[config.mk]
export PLATFORM = sky130hd
export DESIGN_NAME = dcpu16_fetch
export DESIGN_NICKNAME = d
export VERILOG_FILES = /design/src/rtl/dcpu16_pkg.sv /design/src/rtl/dcpu16_fetch_pf.sv /design/src/rtl/dcpu16_fetch.sv
export SDC_FILE = /design/constraint.sdc
export NUM_CORES = 1
export LEC_CHECK = 0
export CORE_MARGIN = 2
export CORE_UTILIZATION = 35
export CTS_CLUSTER_DIAMETER = 100
export DETAILED_ROUTE_END_ITERATION = 16
export PLACE_DENSITY = 0.66
export RECOVER_POWER = 25
export SETUP_SLACK_MARGIN = 0.02
export SLEW_MARGIN = 10
export SYNTH_ARGS = -nofsm -noshare
export SYNTH_HDL_FRONTEND = slang
export SYNTH_SLANG_ARGS = --single-unit
export TNS_END_PERCENT = 1
[constraint.sdc]
create_clock -name clk -period 2.8 [get_ports clk]
set_input_delay 0.56 -clock clk [delete_from_list [all_inputs] [get_ports clk]]
set_output_delay 0.56 -clock clk [all_outputs]
set_load 0.02 [all_outputs]
[src/rtl/dcpu16_pkg.sv]
// dcpu16_pkg: shared types and constants for the DCPU-16 core.
// Holds the fetch-unit state encoding, the machine word width and the
// default program counter value after reset.
package dcpu16_pkg;

    localparam int unsigned WORD_W = 16;

    typedef logic [WORD_W-1:0] word_t;

    localparam word_t RESET_PC_DEF = 16'h0000;

    typedef enum logic [1:0] {
        IDLE = 2'd0,
        REQ  = 2'd1,
        HOLD = 2'd2
    } fetch_state_e;

endpackage : dcpu16_pkg

[src/rtl/dcpu16_fetch_pf.sv]
// dcpu16_fetch_pf: one-word prefetch buffer for dcpu16_fetch.
// Tracks a speculative read of pc+1. The read is started with `start`, and
// it lands in the buffer unless it was killed by a redirect. In that case
// it still completes on the bus and is then dropped. `hit` also covers the
// word that is being acknowledged this cycle, so it can be forwarded at once.
// Only instantiated when DCPU16_FETCH_PREFETCH_EN is defined.
module dcpu16_fetch_pf
    import dcpu16_pkg::*;
(
    input  logic              clk,
    input  logic              rst,
    input  logic              clr,
    input  logic              start,
    input  logic              kill,
    input  logic [WORD_W-1:0] start_adr,
    input  logic              iwb_ack,
    input  logic [WORD_W-1:0] iwb_dat,
    output logic              hit,
    output logic              busy,
    output logic [WORD_W-1:0] fwd_dat,
    output logic [WORD_W-1:0] fwd_adr
);

    logic  valid;
    logic  drop;
    word_t buf_dat;
    word_t buf_adr;

    // Buffer state: launch, capture or drop the speculative word.
    // NOTE: state registers use non-blocking assignments so every flop samples pre-edge values.
    always_ff @(posedge clk or negedge rst) begin
        if (!rst) begin
            valid   <= 1'b0;
            busy    <= 1'b0;
            drop    <= 1'b0;
            buf_dat <= '0;
            buf_adr <= '0;
        end else if (clr) begin
            valid <= 1'b0;
            busy  <= 1'b0;
            drop  <= 1'b0;
        end else if (start) begin
            valid   <= 1'b0;
            busy    <= 1'b1;
            drop    <= 1'b0;
            buf_adr <= start_adr;
        end else begin
            if (busy && iwb_ack) begin
                busy <= 1'b0;
                drop <= 1'b0;
                if (!drop && !kill) begin
                    valid   <= 1'b1;
                    buf_dat <= iwb_dat;
                end
            end else if (kill) begin
                drop <= busy;
            end
            if (kill) valid <= 1'b0;
        end
    end

    assign hit     = !drop && (valid || (busy && iwb_ack));
    assign fwd_dat = valid ? buf_dat : iwb_dat;
    assign fwd_adr = buf_adr;

endmodule : dcpu16_fetch_pf

[src/rtl/dcpu16_fetch.sv]
// dcpu16_fetch: DCPU-16 instruction fetch unit.
// Owns the program counter and reads one word at a time over a strobe/ack
// bus. Each word goes to the control unit over the fs_ena/fs_ack toggle
// pair, and the pipeline stalls while the two differ. A redirect during a
// read lets that read finish, drops its data and relaunches at the target,
// so the stall lasts until the correct word arrives.
// Optional macro DCPU16_FETCH_PREFETCH_EN adds a one-word prefetch buffer
// (dcpu16_fetch_pf) so that straight-line code needs no toggle per word.
module dcpu16_fetch
    import dcpu16_pkg::*;
#(
    parameter word_t RESET_PC = RESET_PC_DEF
) (
    input  logic              clk,
    input  logic              rst,
    input  logic              ena,
    input  logic              pc_ld,
    input  logic [WORD_W-1:0] pc_dti,
    output logic [WORD_W-1:0] fs_dti,
    output logic [WORD_W-1:0] fs_adr,
    output logic              fs_ena,
    output logic              fs_ack,
    output logic [WORD_W-1:0] iwb_adr,
    output logic              iwb_stb,
    input  logic [WORD_W-1:0] iwb_dat,
    input  logic              iwb_ack
);

    fetch_state_e state, state_nxt;
    word_t        pc, pc_nxt;
    word_t        tgt, tgt_nxt;
    logic         pend, pend_nxt;
    word_t        fs_dti_nxt, fs_adr_nxt, iwb_adr_nxt;
    logic         fs_ena_nxt, fs_ack_nxt, iwb_stb_nxt;
    word_t        launch_adr;
    word_t        target;
    logic         redir;

    // A redirect presented this cycle beats one latched earlier.
    assign target = pc_ld ? pc_dti : tgt;
    assign redir  = pc_ld || pend;

`ifdef DCPU16_FETCH_PREFETCH_EN
    logic  pf_clr, pf_start, pf_kill, pf_hit, pf_busy;
    word_t pf_dat, pf_adr;

    dcpu16_fetch_pf u_pf (
        .clk       (clk),
        .rst       (rst),
        .clr       (pf_clr),
        .start     (pf_start),
        .kill      (pf_kill),
        .start_adr (iwb_adr_nxt),
        .iwb_ack   (iwb_ack),
        .iwb_dat   (iwb_dat),
        .hit       (pf_hit),
        .busy      (pf_busy),
        .fwd_dat   (pf_dat),
        .fwd_adr   (pf_adr)
    );
`endif

    // Next-state and next-output logic for the fetch FSM.
    // NOTE: every signal gets its hold value first, so no path infers a latch.
    always_comb begin
        state_nxt   = state;
        pc_nxt      = pc;
        tgt_nxt     = tgt;
        pend_nxt    = pend;
        fs_dti_nxt  = fs_dti;
        fs_adr_nxt  = fs_adr;
        fs_ena_nxt  = fs_ena;
        fs_ack_nxt  = fs_ack;
        iwb_adr_nxt = iwb_adr;
        iwb_stb_nxt = iwb_stb;
        launch_adr  = pc;
`ifdef DCPU16_FETCH_PREFETCH_EN
        pf_clr   = 1'b0;
        pf_start = 1'b0;
        pf_kill  = 1'b0;
`endif
        unique case (state)
            IDLE: begin
                launch_adr  = pc_ld ? pc_dti : pc;
                pc_nxt      = launch_adr;
                iwb_adr_nxt = launch_adr;
                iwb_stb_nxt = 1'b1;
                fs_ena_nxt  = ~fs_ena;
                state_nxt   = REQ;
            end
            REQ: begin
                if (pc_ld) begin
                    pend_nxt = 1'b1;
                    tgt_nxt  = pc_dti;
                end
                if (iwb_ack) begin
                    if (redir) begin
                        // Stale word: drop it and reissue at the target, stall continues.
                        pc_nxt      = target;
                        iwb_adr_nxt = target;
                        pend_nxt    = 1'b0;
                    end else begin
                        fs_dti_nxt  = iwb_dat;
                        fs_adr_nxt  = iwb_adr;
                        fs_ack_nxt  = ~fs_ack;
                        iwb_stb_nxt = 1'b0;
                        state_nxt   = HOLD;
`ifdef DCPU16_FETCH_PREFETCH_EN
                        iwb_stb_nxt = 1'b1;
                        iwb_adr_nxt = iwb_adr + word_t'(1);
                        pf_start    = 1'b1;
`endif
                    end
                end
            end
            HOLD: begin
`ifdef DCPU16_FETCH_PREFETCH_EN
                if (ena) begin
                    if (!redir && pf_hit) begin
                        fs_dti_nxt  = pf_dat;
                        fs_adr_nxt  = pf_adr;
                        pc_nxt      = pf_adr;
                        iwb_adr_nxt = pf_adr + word_t'(1);
                        iwb_stb_nxt = 1'b1;
                        pf_start    = 1'b1;
                    end else begin
                        fs_ena_nxt = ~fs_ena;
                        state_nxt  = REQ;
                        pf_clr     = 1'b1;
                        pend_nxt   = 1'b0;
                        if (!redir && pf_busy) begin
                            // The speculative read already targets pc+1; it becomes the demand read.
                            pc_nxt = iwb_adr;
                        end else if (pf_busy && !iwb_ack) begin
                            // Bus still busy with a useless read: finish it in REQ, then relaunch.
                            pend_nxt = 1'b1;
                            tgt_nxt  = target;
                        end else begin
                            launch_adr  = redir ? target : pc + word_t'(1);
                            pc_nxt      = launch_adr;
                            iwb_adr_nxt = launch_adr;
                            iwb_stb_nxt = 1'b1;
                        end
                    end
                end else begin
                    if (pc_ld) begin
                        pend_nxt = 1'b1;
                        tgt_nxt  = pc_dti;
                        pf_kill  = 1'b1;
                    end
                    if (pf_busy && iwb_ack) iwb_stb_nxt = 1'b0;
                end
`else
                if (ena) begin
                    launch_adr  = redir ? target : pc + word_t'(1);
                    pc_nxt      = launch_adr;
                    iwb_adr_nxt = launch_adr;
                    iwb_stb_nxt = 1'b1;
                    fs_ena_nxt  = ~fs_ena;
                    pend_nxt    = 1'b0;
                    state_nxt   = REQ;
                end else if (pc_ld) begin
                    pend_nxt = 1'b1;
                    tgt_nxt  = pc_dti;
                end
`endif
            end
            default: state_nxt = IDLE;
        endcase
    end

    // State and output registers; reset drops the strobe immediately.
    always_ff @(posedge clk or negedge rst) begin
        if (!rst) begin
            state   <= IDLE;
            pc      <= RESET_PC;
            tgt     <= '0;
            pend    <= 1'b0;
            fs_dti  <= '0;
            fs_adr  <= '0;
            fs_ena  <= 1'b0;
            fs_ack  <= 1'b0;
            iwb_adr <= '0;
            iwb_stb <= 1'b0;
        end else begin
            state   <= state_nxt;
            pc      <= pc_nxt;
            tgt     <= tgt_nxt;
            pend    <= pend_nxt;
            fs_dti  <= fs_dti_nxt;
            fs_adr  <= fs_adr_nxt;
            fs_ena  <= fs_ena_nxt;
            fs_ack  <= fs_ack_nxt;
            iwb_adr <= iwb_adr_nxt;
            iwb_stb <= iwb_stb_nxt;
        end
    end

endmodule : dcpu16_fetch

==> results of run 1 <==
## flip-flops by register name (all words and copies together), names as in the netlist
name,cells
fs_adr,16
pend,1
state,2
iwb_stb,1
fs_dti,16
fs_ena,1
pc,16
tgt,16
fs_ack,1
## layout make-up
class                           count  area, um^2  share of cell area [%]
Multi-Input combinational cell    237        1750                    36.3
Timing Repair Buffer              100         963                    20.0
Inverter                            8        30.0                   0.624
Tap cell                          136         170                    3.54
Sequential cell                    70        1750                    36.4
Clock inverter                      5        28.8                   0.598
Clock buffer                        9         124                    2.57
## stage by stage
step	instance area (um^2)	setup slack, ns	total power, uW
2_1_floorplan	3630	0.774	3860
3_3_place_gp	4660	0.405	5050
3_5_place_dp	4660	0.360	5150
4_1_cts	4820	0.678	5840
5_1_grt	4810	0.470	6200
6_report	4810	0.673	5800
## power by group through the flow
stage	clock (uW)	combinational [uW]	sequential [uW]
after floorplan	0	1540	2320
after global placement	0	3100	1950
after detailed placement	0	3170	1980
after CTS	705	3180	1960
after global routing	754	3410	2040
final	685	3150	1960
## per-layer routing
metal | vias to the layer above | GRT usage, % | part of all wire [%] | wire, um
met1 | 1512 | 21.4 | 43 | 4040
li1 | 1429 | - | - | -
met4 | 0 | 7.99 | 2.3 | 211
met5 | - | 0 | 0 | 0
met3 | 17 | 3.37 | 5.1 | 478
met2 | 96 | 27.6 | 49 | 4620
## cell usage after synthesis, drive strengths merged, types with 6 or more instances
master,number,area (um^2)
a211oi,6,45.0
a21oi,18,90.1
a22o,7,61.3
a31oi,6,37.5
buf,12,72.6
clkbuf,11,41.3
dfrtp,70,1750
inv,7,26.3
mux2,51,574
nand2,21,78.8
nand3,9,45.0
nor2,20,75.1
o21ai,26,130
o221ai,7,61.3
o31ai,6,45.0
## worst max-delay path: stages, from the launching register on
cell,delay (ns)
dfrtp_1,0.40
inv_1,0.08
ha_1,0.41
nor2b_1,0.19
buf_4,0.16
a22o_1,0.19
a221oi_1,0.25
a21oi_1,0.13
o22a_1,0.19
## path summary, 6_finish.rpt
path                                to  slack, ns  cells after the start
worst min register to register  fs_ack       0.47                      1
worst min-delay path            fs_ack       0.47                      1
worst max-delay path            pc[14]       0.67                      8
worst max register to register  pc[14]       0.67                      8
max in group asynchronous        pc[5]       1.13                      1
min in group asynchronous       fs_ack       0.66                      1
## logic make-up after synthesis
group,after synthesis,synth area share (%)
AOI/OAI and AO/OA,98,18.3
xor gates and xnor gates,8,1.93
adders and majority gates,5,1.72
buffers and inverters,31,3.96
DFF,70,48.2
muxes,53,16.4
and+or+nand+nor,73,9.57
## cell usage in the layout, fill, tap and decap left out, drive strengths merged, types with 3 or more instances in the layout
| cell type | instances |
|---|---|
| a211oi | 6 |
| a21oi | 18 |
| a22o | 7 |
| a31oi | 6 |
| and3 | 3 |
| buf | 13 |
| clkbuf | 10 |
| clkdlybuf4s50 | 86 |
| clkinv | 6 |
| dfrtp | 70 |
| ha | 5 |
| inv | 7 |
| mux2 | 51 |
| nand2 | 21 |
| nand3 | 9 |
| nand4 | 3 |
| nor2 | 20 |
| nor2b | 3 |
| nor3 | 4 |
| o21ai | 26 |
| o221ai | 7 |
| o22a | 3 |
| o31ai | 6 |
| or2 | 4 |
| xnor2 | 5 |
| xor2 | 3 |
==> metrics, run 1 <==
P_sw 2410 uW; total track usage 16.9%; cts-stage hold buffer count 0; main flop type after synthesis dfrtp_1; Port Buffers 87; CORE AREA 10200 um^2; Post-Syn Area 3630 um^2; site row count 37; slew margin rel. -14.9%; CP startpoint state[0]; die boundary width 106 um; Final nets 468; GP Congestion 0.808; vias in the first global route 2931; P_leak 0.00195 uW; Synth async-reset ratio 100%; Pins Over Slew Limit 71; first-pass GRT wire length 15.0 mm; final cell count without fillers 565; CP arrival 2.36 ns; post-CTS sizing 0; Initial Utilization 35.7%; number of max-cap violations 1; TNS Setup 0 ns; pin count of the biggest net entering global routing 71; Clock Path Buffers 2; Placed Instances 551; total wire length 9.35 mm; Worst VDD drop 0.476 mV; cells after synthesis 338; Root Driver clkbuf_8; post-route ant nets 0; WS Path Type reg -> reg; outcome finished, violations left; io pins 88; Sw Share 41.5%; drt drc 0; Startpoint Class register; CTS sink count 70; Synth Register Bits 70; CTS tree done; postcts setup bufs 0; Hold WS 0.473 ns; pwr dens 1200 nW/um^2; Layout area overhead 32.5%; synth warn 0; Clock power frac 11.8%; syn nets 380; fmax 470 MHz; WL per Instance 16.5 um; number of diodes 0; DRT Pass-1 Iters 5; HPWL Detailed 6.69 mm; Unique masters post-synth 48; internal power 3390 uW; layout cells sized above 1 19.6%; full die area 11200 um^2; RSZ-0062 raised after global routing no; Worst-path clk slew 0.08 ns; CP Capture Type register; number of flops mapped to enable cells by yosys 0; Via Count 3054; Final Util 47.3%; min cycle time layout 2.13 ns; sequential area share after synthesis 48.2%; sequential share of power 33.8%; min-delay src fs_ack; insertion delay to the later sink of the worst-skew pair 0.35 ns; Worst Skew 0.00958 ns; Num CTS Buffers 9; Vias per Instance 5.41; final critical-path share of the clock period 76.0%; failing checks max-capacitance violations, max-slew violations; Clock H-tree levels 3; combinational fraction of design power 54.4%; fillcell total 980; Final Hold Viols 0; initial antenna violation count 0; R2R Path Start state[0]; drt first-iter violations 259; Crit Path Max Fanout 8; remaining global-route overflow 0; setup violators final 0; Least-Margin Pin Slew 1.72 ns; Synth Area per Inst 10.7 um^2; CP required 3.04 ns; die span in y 106 um; min-delay worst type reg -> reg
Note: power is estimated with default switching activity, not from simulation.
==> inputs of run 2 (changes only) <==
==> constraint.sdc (replaced) <==
create_clock -name clk -period 2.18 [get_ports clk]
set_input_delay 0.436 -clock clk [delete_from_list [all_inputs] [get_ports clk]]
set_output_delay 0.436 -clock clk [all_outputs]
set_load 0.02 [all_outputs]
==> metrics, run 2 (same netlist as run 1, synthesis figures left out) <==
outcome completed; initial antenna violation count 0 (unchanged); site row count 37 (unchanged); CP arrival 2.27 ns (-0.09 ns); die span in y 106 um (unchanged); CP Capture Type register; Least-Margin Pin Slew 1.16 ns (-0.560 ns); reg2reg path depth 8 (unchanged); full die area 11200 um^2 (unchanged); slew margin rel. 22.4% (+37 points); layout cells sized above 1 23.8% (+4.2 points); drt drc 0 (unchanged); Final Hold Viols 0 (unchanged); insertion delay to the later sink of the worst-skew pair 0.35 ns (about the same); io pins 88 (unchanged); most common cell after layout, fill and taps aside clkdlybuf4s50_1; Layout area overhead 40.6%; total track usage 16.8% (-0.074 points); CTS tree done; WS Path Type reg -> reg; HPWL Detailed 6.83 mm (+2.2%); CORE AREA 10200 um^2 (unchanged); Clock Path Buffers 2 (unchanged); Initial Utilization 35.7% (unchanged); RSZ-0062 raised after global routing no; DRT Pass-1 Iters 4 (-1); remaining global-route overflow 0 (unchanged); Worst Skew 0.00831 ns (-0.00127 ns); min cycle time layout 2.04 ns (-0.0864 ns); GP Congestion 0.826 (+2.3%); drt first-iter violations 211 (-19%); Worst-path clk slew 0.08 ns (about the same); TNS Setup 0 ns (unchanged); final critical-path share of the clock period 93.6% (+18 points); Worst VDD drop 0.539 mV (+13%); setup violators final 0 (unchanged); Final nets 487 (+4.1%); WL per Instance 15.7 um (-5.1%); Clock H-tree levels 3 (unchanged); Startpoint Class register; fmax 490 MHz (+4.2%); R2R Path Start state[0]; Tot Pwr 8050 uW (+39%); Via Count 3082 (+0.92%); CP startpoint state[0]; P_leak 0.00209 uW (+7.2%); pwr dens 1570 nW/um^2 (+31%); CP endpoint pc[11]; Pins Over Slew Limit 0 (-100%); post-route ant nets 0 (unchanged); Port Buffers 87 (unchanged); placed inst area 4850 um^2 (+4.0%); Crit Path Max Fanout 10 (+2); CP required 2.41 ns (-0.63 ns); min-delay worst type in -> async; Hold WS 0.313 ns (-0.161 ns); vias in the first global route 3031 (+3.4%); die boundary width 106 um (unchanged); Reg2Reg Setup Slack 0.14 ns (-0.53 ns); number of diodes 0 (unchanged); Vias per Instance 5.26 (-2.7%); commonest non-fill, non-tap cells in the layout clkdlybuf4s50_1, dfrtp_1, mux2_2, buf_4, o21ai_0; reg2reg end pc[11]; pin count of the biggest net entering global routing 48 (-32%); first-pass GRT wire length 15.0 mm (about the same); fin area 5110 um^2 (+6.2%); number of max-cap violations 0 (-1); total wire length 9.20 mm (-1.6%); Root Driver clkbuf_8; CTS sink count 70 (unchanged); Num CTS Buffers 9 (unchanged)
-- run 2: critical path: stages (launching register included) --
cell and delay [ns]:
dfrtp_1 0.39, inv_1 0.08, ha_2 0.19, nor2b_4 0.12, or2_1 0.23, a221o_1 0.33, buf_4 0.18, buf_4 0.17
a22o_1 0.23
-- run 2: routing by layer --
layer / up-vias / track usage (%) / wire length, um
met1: 1508 / 22.2 / 4080
met3: 15 / 3.43 / 427
met5: - / 0 / 0
met4: 0 / 6.48 / 160
li1: 1468 / - / -
met2: 91 / 27.1 / 4540
-- run 2: report_power, final --
group / internal (uW) / switching [uW] / leakage [uW]
clock: 794 / 514 / 0.000120
sequential: 1960 / 537 / 0.000844
combinational: 2170 / 2080 / 0.00112
-- run 2: through the flow --
step                utilization (%)  worst slack [ns]  cells
floorplan                         -             0.154    338
global placement               47.6           -0.0921    569
detailed placement             47.6            -0.125    569
CTS                            50.0            0.0995    585
global route                   50.2            0.0241    586
finish                         50.2             0.140    586
-- run 2: area by class of cell --
| class | count | area, um^2 |
|---|---|---|
| Inverter | 8 | 30.0 |
| Sequential cell | 70 | 1750 |
| Clock inverter | 5 | 106 |
| Multi-Input combinational cell | 237 | 1760 |
| Tap cell | 136 | 170 |
| Fill cell | 915 | 5070 |
| Clock buffer | 11 | 141 |
| Timing Repair Buffer | 119 | 1150 |
-- run 2: worst min-delay path by stage --
stage | start | end | cells after the start
floorplan | rst | fs_ack | 0
global placement | fs_ack | fs_ack | 1
detailed placement | fs_ack | fs_ack | 1
CTS | rst | fs_dti[11] | 1
global route | rst | fs_dti[0] | 1
finish | rst | fs_dti[0] | 1
-- run 2: what timing repair did --
action,CTS,global route
buffers inserted,0,1
hold buffers,0,0
endpoints found under the setup margin,0,5
resized for setup,0,4
